[src/rtl/spi_slave_leds.sv]
// SPI responder that oversamples SCLK/MOSI/SSB in the clk domain, latches received bytes onto
// an LED register and returns a locally supplied byte on MISO. All four CPOL/CPHA modes, either bit order.
module spi_slave_leds (
  input  logic       clk,
  input  logic       rst,
  input  logic       sclk_i,
  input  logic       mosi_i,
  input  logic       ssb_i,
  output logic       miso_o,
  output logic       miso_en_o,
  input  logic       cpol_i,
  input  logic       cpha_i,
  input  logic       dord_i,
  input  logic [7:0] tx_i,
  output logic [7:0] rx_o,
  output logic       rx_valid_o,
  output logic       abort_o,
  output logic       busy_o,
  output logic [7:0] leds
);

  typedef enum logic [0:0] {StIdle, StActive} state_e;

  state_e      state_q, state_d;
  logic [2:0]  sclk_sync_q;
  logic [2:0]  ssb_sync_q;
  logic [1:0]  mosi_sync_q;
  logic [1:0]  settle_q;
  logic        armed_q;
  logic        cpol_q, cpha_q, dord_q;
  logic [7:0]  tx_sr_q;
  logic [7:0]  rx_sr_q;
  logic [2:0]  cnt_q;
  logic        miso_q;
  logic [7:0]  rx_q;
  logic [7:0]  leds_q;
  logic        rx_valid_q;
  logic        abort_q;

  logic        sclk_s, ssb_s, mosi_s;
  logic        sclk_edge, lead_edge, trail_edge;
  logic        active, frame_start, sample, shift, byte_done;
  logic [7:0]  rx_next;

  function automatic logic tx_first(input logic [7:0] b, input logic lsb_first);
    return lsb_first ? b[0] : b[7];
  endfunction

  function automatic logic [7:0] tx_advance(input logic [7:0] b, input logic lsb_first);
    return lsb_first ? {1'b0, b[7:1]} : {b[6:0], 1'b0};
  endfunction

  always_ff @(posedge clk) begin
    if (rst) begin
      sclk_sync_q <= {3{cpol_i}};
      ssb_sync_q  <= 3'b111;
      mosi_sync_q <= 2'b00;
    end else begin
      sclk_sync_q <= {sclk_sync_q[1:0], sclk_i};
      ssb_sync_q  <= {ssb_sync_q[1:0], ssb_i};
      mosi_sync_q <= {mosi_sync_q[0], mosi_i};
    end
  end

  assign sclk_s = sclk_sync_q[1];
  assign ssb_s  = ssb_sync_q[1];
  assign mosi_s = mosi_sync_q[1];

  // A frame may only start after SSB has been seen high on real (post-reset) samples, so an SSB
  // already low at reset release is not mistaken for a falling edge.
  always_ff @(posedge clk) begin
    if (rst) begin
      settle_q <= 2'd0;
      armed_q  <= 1'b0;
    end else begin
      if (settle_q != 2'd2) settle_q <= settle_q + 2'd1;
      if (settle_q == 2'd2 && ssb_s) armed_q <= 1'b1;
    end
  end

  assign active      = (state_q == StActive);
  assign frame_start = (state_q == StIdle) && armed_q && !ssb_s && ssb_sync_q[2];
  assign sclk_edge   = sclk_s ^ sclk_sync_q[2];
  assign lead_edge   = sclk_edge && (sclk_s != cpol_q);
  assign trail_edge  = sclk_edge && (sclk_s == cpol_q);
  assign sample      = active && (cpha_q ? trail_edge : lead_edge);
  assign shift       = active && (cpha_q ? lead_edge : trail_edge);
  assign byte_done   = sample && (cnt_q == 3'd7);
  assign rx_next     = dord_q ? {mosi_s, rx_sr_q[7:1]} : {rx_sr_q[6:0], mosi_s};

  always_ff @(posedge clk) begin
    if (rst) state_q <= StIdle;
    else     state_q <= state_d;
  end

  always_comb begin
    state_d = state_q;
    unique case (state_q)
      StIdle:   if (frame_start) state_d = StActive;
      StActive: if (ssb_s)       state_d = StIdle;
      default:  state_d = StIdle;
    endcase
  end

  always_comb begin
    busy_o    = (state_q == StActive);
    miso_en_o = (state_q == StActive);
  end

  always_ff @(posedge clk) begin
    if (rst) begin
      cpol_q     <= 1'b0;
      cpha_q     <= 1'b0;
      dord_q     <= 1'b0;
      tx_sr_q    <= 8'h00;
      rx_sr_q    <= 8'h00;
      cnt_q      <= 3'd0;
      miso_q     <= 1'b0;
      rx_q       <= 8'h00;
      leds_q     <= 8'h00;
      rx_valid_q <= 1'b0;
      abort_q    <= 1'b0;
    end else begin
      rx_valid_q <= 1'b0;
      abort_q    <= 1'b0;
      if (frame_start) begin
        cpol_q  <= cpol_i;
        cpha_q  <= cpha_i;
        dord_q  <= dord_i;
        cnt_q   <= 3'd0;
        // With cpha=0 the first bit must already be on the wire before the first edge.
        tx_sr_q <= cpha_i ? tx_i : tx_advance(tx_i, dord_i);
        miso_q  <= cpha_i ? 1'b0 : tx_first(tx_i, dord_i);
      end else if (active) begin
        if (sample) begin
          rx_sr_q <= rx_next;
          cnt_q   <= cnt_q + 3'd1;
          if (byte_done) begin
            rx_q       <= rx_next;
            leds_q     <= rx_next;
            rx_valid_q <= 1'b1;
            tx_sr_q    <= tx_i;
          end
        end
        if (shift) begin
          miso_q  <= tx_first(tx_sr_q, dord_q);
          tx_sr_q <= tx_advance(tx_sr_q, dord_q);
        end
        if (ssb_s) begin
          miso_q <= 1'b0;
          if (!byte_done && (cnt_q != 3'd0 || sample)) abort_q <= 1'b1;
        end
      end
    end
  end

  assign miso_o     = miso_q;
  assign rx_o       = rx_q;
  assign leds       = leds_q;
  assign rx_valid_o = rx_valid_q;
  assign abort_o    = abort_q;

endmodule

[config.mk]
export PLATFORM = sky130hd
export DESIGN_NAME = spi_slave_leds
export DESIGN_NICKNAME = d
export VERILOG_FILES = /design/src/rtl/spi_slave_leds.sv
export SDC_FILE = /design/constraint.sdc
export NUM_CORES = 1
export LEC_CHECK = 0
export ABC_AREA = 1
export CAP_MARGIN = 40
export CORE_ASPECT_RATIO = 0.75
export CORE_MARGIN = 2
export CORE_UTILIZATION = 58
export DETAILED_ROUTE_END_ITERATION = 7
export PLACE_DENSITY = 0.83
export SYNTH_ARGS = -nofsm -noshare
export SYNTH_HDL_FRONTEND = slang
export SYNTH_SLANG_ARGS = --single-unit
[constraint.sdc]
create_clock -name clk -period 2.1 [get_ports clk]
set_input_delay 0.42 -clock clk [delete_from_list [all_inputs] [get_ports clk]]
set_output_delay 0.42 -clock clk [all_outputs]
set_load 0.03 [all_outputs]
Word-level counts from Yosys, hierarchy flattened --
Cells that the tools add are included.
Storage, ports and cells: output and inout bits 21, bits of input ports 16, word-level logic and storage cells 78, register bits 45
Cells by class: bitwise logic cells 5, equal/unequal tests 5, $add $sub $neg 2, reductions and logical operators 26, multiplexer cells 24
Operator list (count):
- 8-bit two-way mux | 9
- 1-bit two-way mux | 13
- 3-bit nonzero test | 4
- 1-bit logical AND | 10
- 4-bit OR reduction | 2
- 3-bit AND reduction | 2
- 1-bit inverter | 4
- 2-bit AND reduction | 2
- 4-bit AND reduction | 1
- 3-bit by 1-bit adder with 3-bit output (second input constant) | 1
- 3-bit == test (second input constant) | 1
- 3-bit two-way mux | 1
- 2-bit by 1-bit adder with 2-bit output (second input constant) | 1
- 2-bit == test (second input constant) | 1
- 1-bit logical NOT | 2
- 2-bit != test (second input constant) | 1
- 1-bit one-hot mux with 2 select lines | 1
- 2-bit nonzero test | 1
- 2-bit OR reduction | 1
- 1-bit == test | 1
- 1-bit logical OR | 1
- 1-bit != test | 1
- 1-bit bitwise XOR | 1

Depth between registers and ports, before layout --
depth in word-level cells 10, depth in mapped cells 12, gate-level depth less buffers 12

Least setup slack after synthesis --
Ideal clock, no wire load.
kind register to register, start reg state_q, in the netlist busy_o, end reg leds_q[2], in the netlist leds[2], path buffers 2, path slack 598 ps, library setup time 116 ps, required time 1984 ps, stages on the path, launching flop included 6, clock period less this slack 1502 ps, arrival 1387 ps, path through dfxtp_1 -> buf_2 -> nand4_4 -> buf_6 -> o21ai_0 -> nor2_1
Between the ends: cells in the longest elaborated chain, start to end 6, elaborated cells on any way between the ends 8, classes of those cells bitwise: 2; reduce/logical: 6
RTL lines:
- from (decl) | RTL line 24 | state_e state_q, state_d;
- from (signal assigned) | RTL line 92 | if (rst) state_q <= StIdle;
- from (signal assigned) | RTL line 93 | else state_q <= state_d;
- 1-bit inverter (no source line)
- 1-bit logical AND (3 in series) | RTL line 82 | assign frame_start = (state_q == StIdle) && armed_q && !ssb_s && ssb_sync_q[2];
- 1-bit inverter (no source line)
- 4-bit AND reduction (no source line) *
- to (signal assigned) | RTL line 140 | leds_q <= rx_next;
- to (decl) | RTL line 36 | logic [7:0] leds_q;
Mark *: on every way between the ends. The rest lies on a longest branch, timed or not. A chain may end at the register's enable or synchronous reset.

Worst setup path in the final report --
start reg leds_q[1], in the netlist leds[1], end out leds[1]
RTL lines:
- to (decl) | RTL line 19 | output logic [7:0] leds
No word-level cell between the ends.

==> flow_summary_export.csv <==
group,metric,value,unit
drt,dr.first_iter.drc_count,245,
timing,worst_clock_skew,0.00988,ns
drt,post-route-drc-count,0,
timing,fin_setup_tns,0,ns
finish,sequential_cell_area,901,µm²
global_routing,grt_util_all_layers,24.6,%
finish,diodes,0,
synth,avgSynthCellArea,6.98,µm²
global_routing,number_of_global_route_vias_before_repair,1983,
finish,area_delta_synth_final,16.3,%
synth,synth-edff-count,0,
cts,clkLatencyLatePin,0.30,ns
finish,filler_cell_count,351,
die,die_width,78.4,µm
synth,synth.most_common_cell,"sky130_fd_sc_hd__nand2_1",
synth,synth.top_cell.area_share,37.4,%
die,pin_count,37,
die,die_h,59.8,µm
drt,firstDrtPassIters,4,
drt,drt_via_density,5.32,
worst_setup_path,worst_path_bufs_invs,1,
worst_setup_path,critical-path-max-stage-delay,0.68,ns
timing,timing.final.max_slew_violations,0,
cts,max-clock-path-buffers,2,
place,finalWeightedCongestion,0.916,
synth,postSynth.topFlopCell,"sky130_fd_sc_hd__dfxtp_1",
synth,ys_top_cells_by_count,"sky130_fd_sc_hd__nand2_1 (76), sky130_fd_sc_hd__dfxtp_1 (45), sky130_fd_sc_hd__o21ai_0 (40)",
drt,route.detailed.wl_per_inst,12.4,µm
timing,fin_crit_sh,84.4,%
timing,layout_min_cycle_time,1.77,ns
synth,yosys-top-cells-area,"sky130_fd_sc_hd__dfxtp_1 (37%), sky130_fd_sc_hd__nand2_1 (12%), sky130_fd_sc_hd__o21ai_0 (8.3%)",
timing,achievable-frequency,564,MHz
worst_setup_path,path_max_fanout,3,
worst_setup_path,crit-reg2reg-capture,"tx_sr_q[7]",
worst_hold_path,worst_hold_path.endpoint,"mosi_sync_q[1]",
finish,final_layout_size_suffix_gt1_share,9.73,%
pwr,power-per-cell-area,604,nW/µm²
flow_run,max_cap_viols,0,
outcome,status,"complete, no violations",
drt,finalWirelength,5280,µm
worst_setup_path,worst_path_dominant_cell_family,"buffers and inverters",
worst_setup_path,critical-path-slowest-cell,"sky130_fd_sc_hd__clkdlybuf4s50_1",
worst_hold_path,worst_hold_path.num_cells,2,
timing,max_slew_margin,65.3,%
worst_hold_path,worst_hold_path_type,"flip-flop to flip-flop",
synth,ys_seq_area_share,37.4,%
cts,clockRootBuffer,"sky130_fd_sc_hd__clkbuf_8",
synth,count_of_yosys_warnings_during_synthesis,0,
worst_setup_path,worstSetupStartpointType,"flip-flop",
worst_setup_path,worst_r2r_path_depth,11,
finish,multiInputGateArea,1190,µm²
drt,vias,2261,
pwr,peakVddDrop,486,µV
cts,num_cts_buffers,5,
timing,setup_viol_count_final,0,
finish,finalNetCount,389,
worst_setup_path,ff2ff_setup_slack,0.39,ns
place,detailed_place_hpwl,3900,µm
worst_setup_path,crit_required,1.68,ns
synth,syn-num-nets,365,
cts,clock_slew_seen_by_the_registers_of_the_worst_setup_and_hold_paths,0.08,ns
pwr,p_leak,1.21,nW
drt,antenna_left,0,
synth,synth_cells,345,
timing,timing.final.hold_violations,0,
synth,synthDistinctLibCells,33,
die,design.core.area,4030,µm²
synth,ys_seq_elements,45,
timing,tightest_slew,0.520,ns
worst_setup_path,timing.setup.critical_path_class,"flip-flop to output pin",
place,dp.cells,417,
global_routing,grt_antenna_before_repair,0,
worst_setup_path,timing.critical_path.cells,"clkdlybuf4s50_1",
cts,cts_num_sinks,45,
cts,ctsHtreeMaxLevel,2,
cts,tritoncts,"done",
timing,worst_hold_slack,0.410,ns
die,placementRows,20,
worst_hold_path,timing.hold.worst.start,"mosi_sync_q[0]",
synth,synth_async_sr_flop_share,0,%
worst_setup_path,worst_r2r_startpoint,"sclk_sync_q[1]",
pwr,fin_total_pwr,1.69,mW
finish,final_core_util,69.5,%
timing,rsz0062_at_grt,"false",
global_routing,largest_net_degree_at_the_start_of_global_routing,21,
cts,number_of_buffers_inserted_to_repair_setup_after_cts,0,
finish,instances_no_fill,425,
worst_setup_path,timing.critical_path.arrival,1.35,ns
cts,postCtsResizedCells,0,
die,dieArea,4690,µm²
synth,synth_top_area_cell,"sky130_fd_sc_hd__dfxtp_1",
cts,number_of_buffers_inserted_by_hold_repair_at_cts,0,
place,io_buffer_count,36,
global_routing,grt.overflow.total,0,
global_routing,grt_pass1_wl,8970,µm
worst_setup_path,cp-end-kind,"output pin",
die,initial_core_util,59.8,%
synth,post_synthesis_cell_area,2410,µm²
-- metal layers --
layer / wire, µm / part of all wire [%] / track usage [%]
met1: 2610 / 49 / 35.3
met2: 2270 / 43 / 37.7
met3: 334 / 6.3 / 5.14
met4: 57 / 1.1 / 7.27
met5: 0 / 0 / 0
-- cell type report --
type                       count  area share [%]
timing repair buffer          42            14.5
clock buffer                   6            2.59
sequential                    45            32.2
clock inverter                 2           0.357
inverter                      41            5.58
tap                           55            2.46
multi-input combinational    234            42.4
-- worst min-delay path: stages (launching register included) --
cell                      delay (ns)
sky130_fd_sc_hd__dfxtp_1        0.30
sky130_fd_sc_hd__inv_1          0.04
sky130_fd_sc_hd__nor2_1         0.03
-- cell usage in the layout (no fill, tap or decap), drive strengths merged --
cell type	netlist	final
o21ai	41	41
nand4	9	9
ha	4	4
clkbuf	5	6
buf	20	6
inv	41	41
a32oi	1	1
o211ai	1	1
o31ai	3	3
clkdlybuf4s50	0	36
o21bai	1	1
clkinv	0	2
or2	3	3
nand2	85	85
a211oi	3	3
dfxtp	45	45
nand3	17	17
a21oi	32	32
nor2	34	34
-- through the flow --
step	worst slack (ns)	cell area, µm²
after floorplan	0.598	2410
after global placement	0.307	2720
after detailed placement	0.284	2720
after CTS	0.313	2800
after global routing	0.143	2800
final	0.327	2800
-- worst max path at each step --
stage / startpoint / to / slack [ns] / cells after the start
finish: leds[1] / leds[1] / 0.33 / 1
global route: sclk_sync_q[1] / tx_sr_q[7] / 0.14 / 11
CTS: busy_o / busy_o / 0.31 / 1
detailed placement: dord_i / tx_sr_q[2] / 0.28 / 7
global placement: cpha_i / tx_sr_q[0] / 0.31 / 6
floorplan: busy_o / leds[2] / 0.60 / 5
-- cell families (layout without fill, tap and decap cells) --
family | Yosys count | count (layout) | synth area share (%)
flops | 45 | 45 | 37.4
fa+ha+maj | 4 | 4 | 2.08
buf+inv | 66 | 91 | 13.3
compound gates | 82 | 82 | 18.4
simple gates | 148 | 148 | 28.8
-- state kept, by name, indices dropped and copies added (netlist names), 2 cells and up --
signal       count
settle_q         2
tx_sr_q          8
cnt_q            3
leds             8
mosi_sync_q      2
ssb_sync_q       3
rx_sr_q          8
sclk_sync_q      3
-- where the power goes --
group	switching, mW	internal, mW	leakage (nW)
Clock	0.289	0.231	0.0450
Combinational	0.156	0.0990	0.798
Sequential	0.0256	0.893	0.365
(Power assumes the default switching activity.)
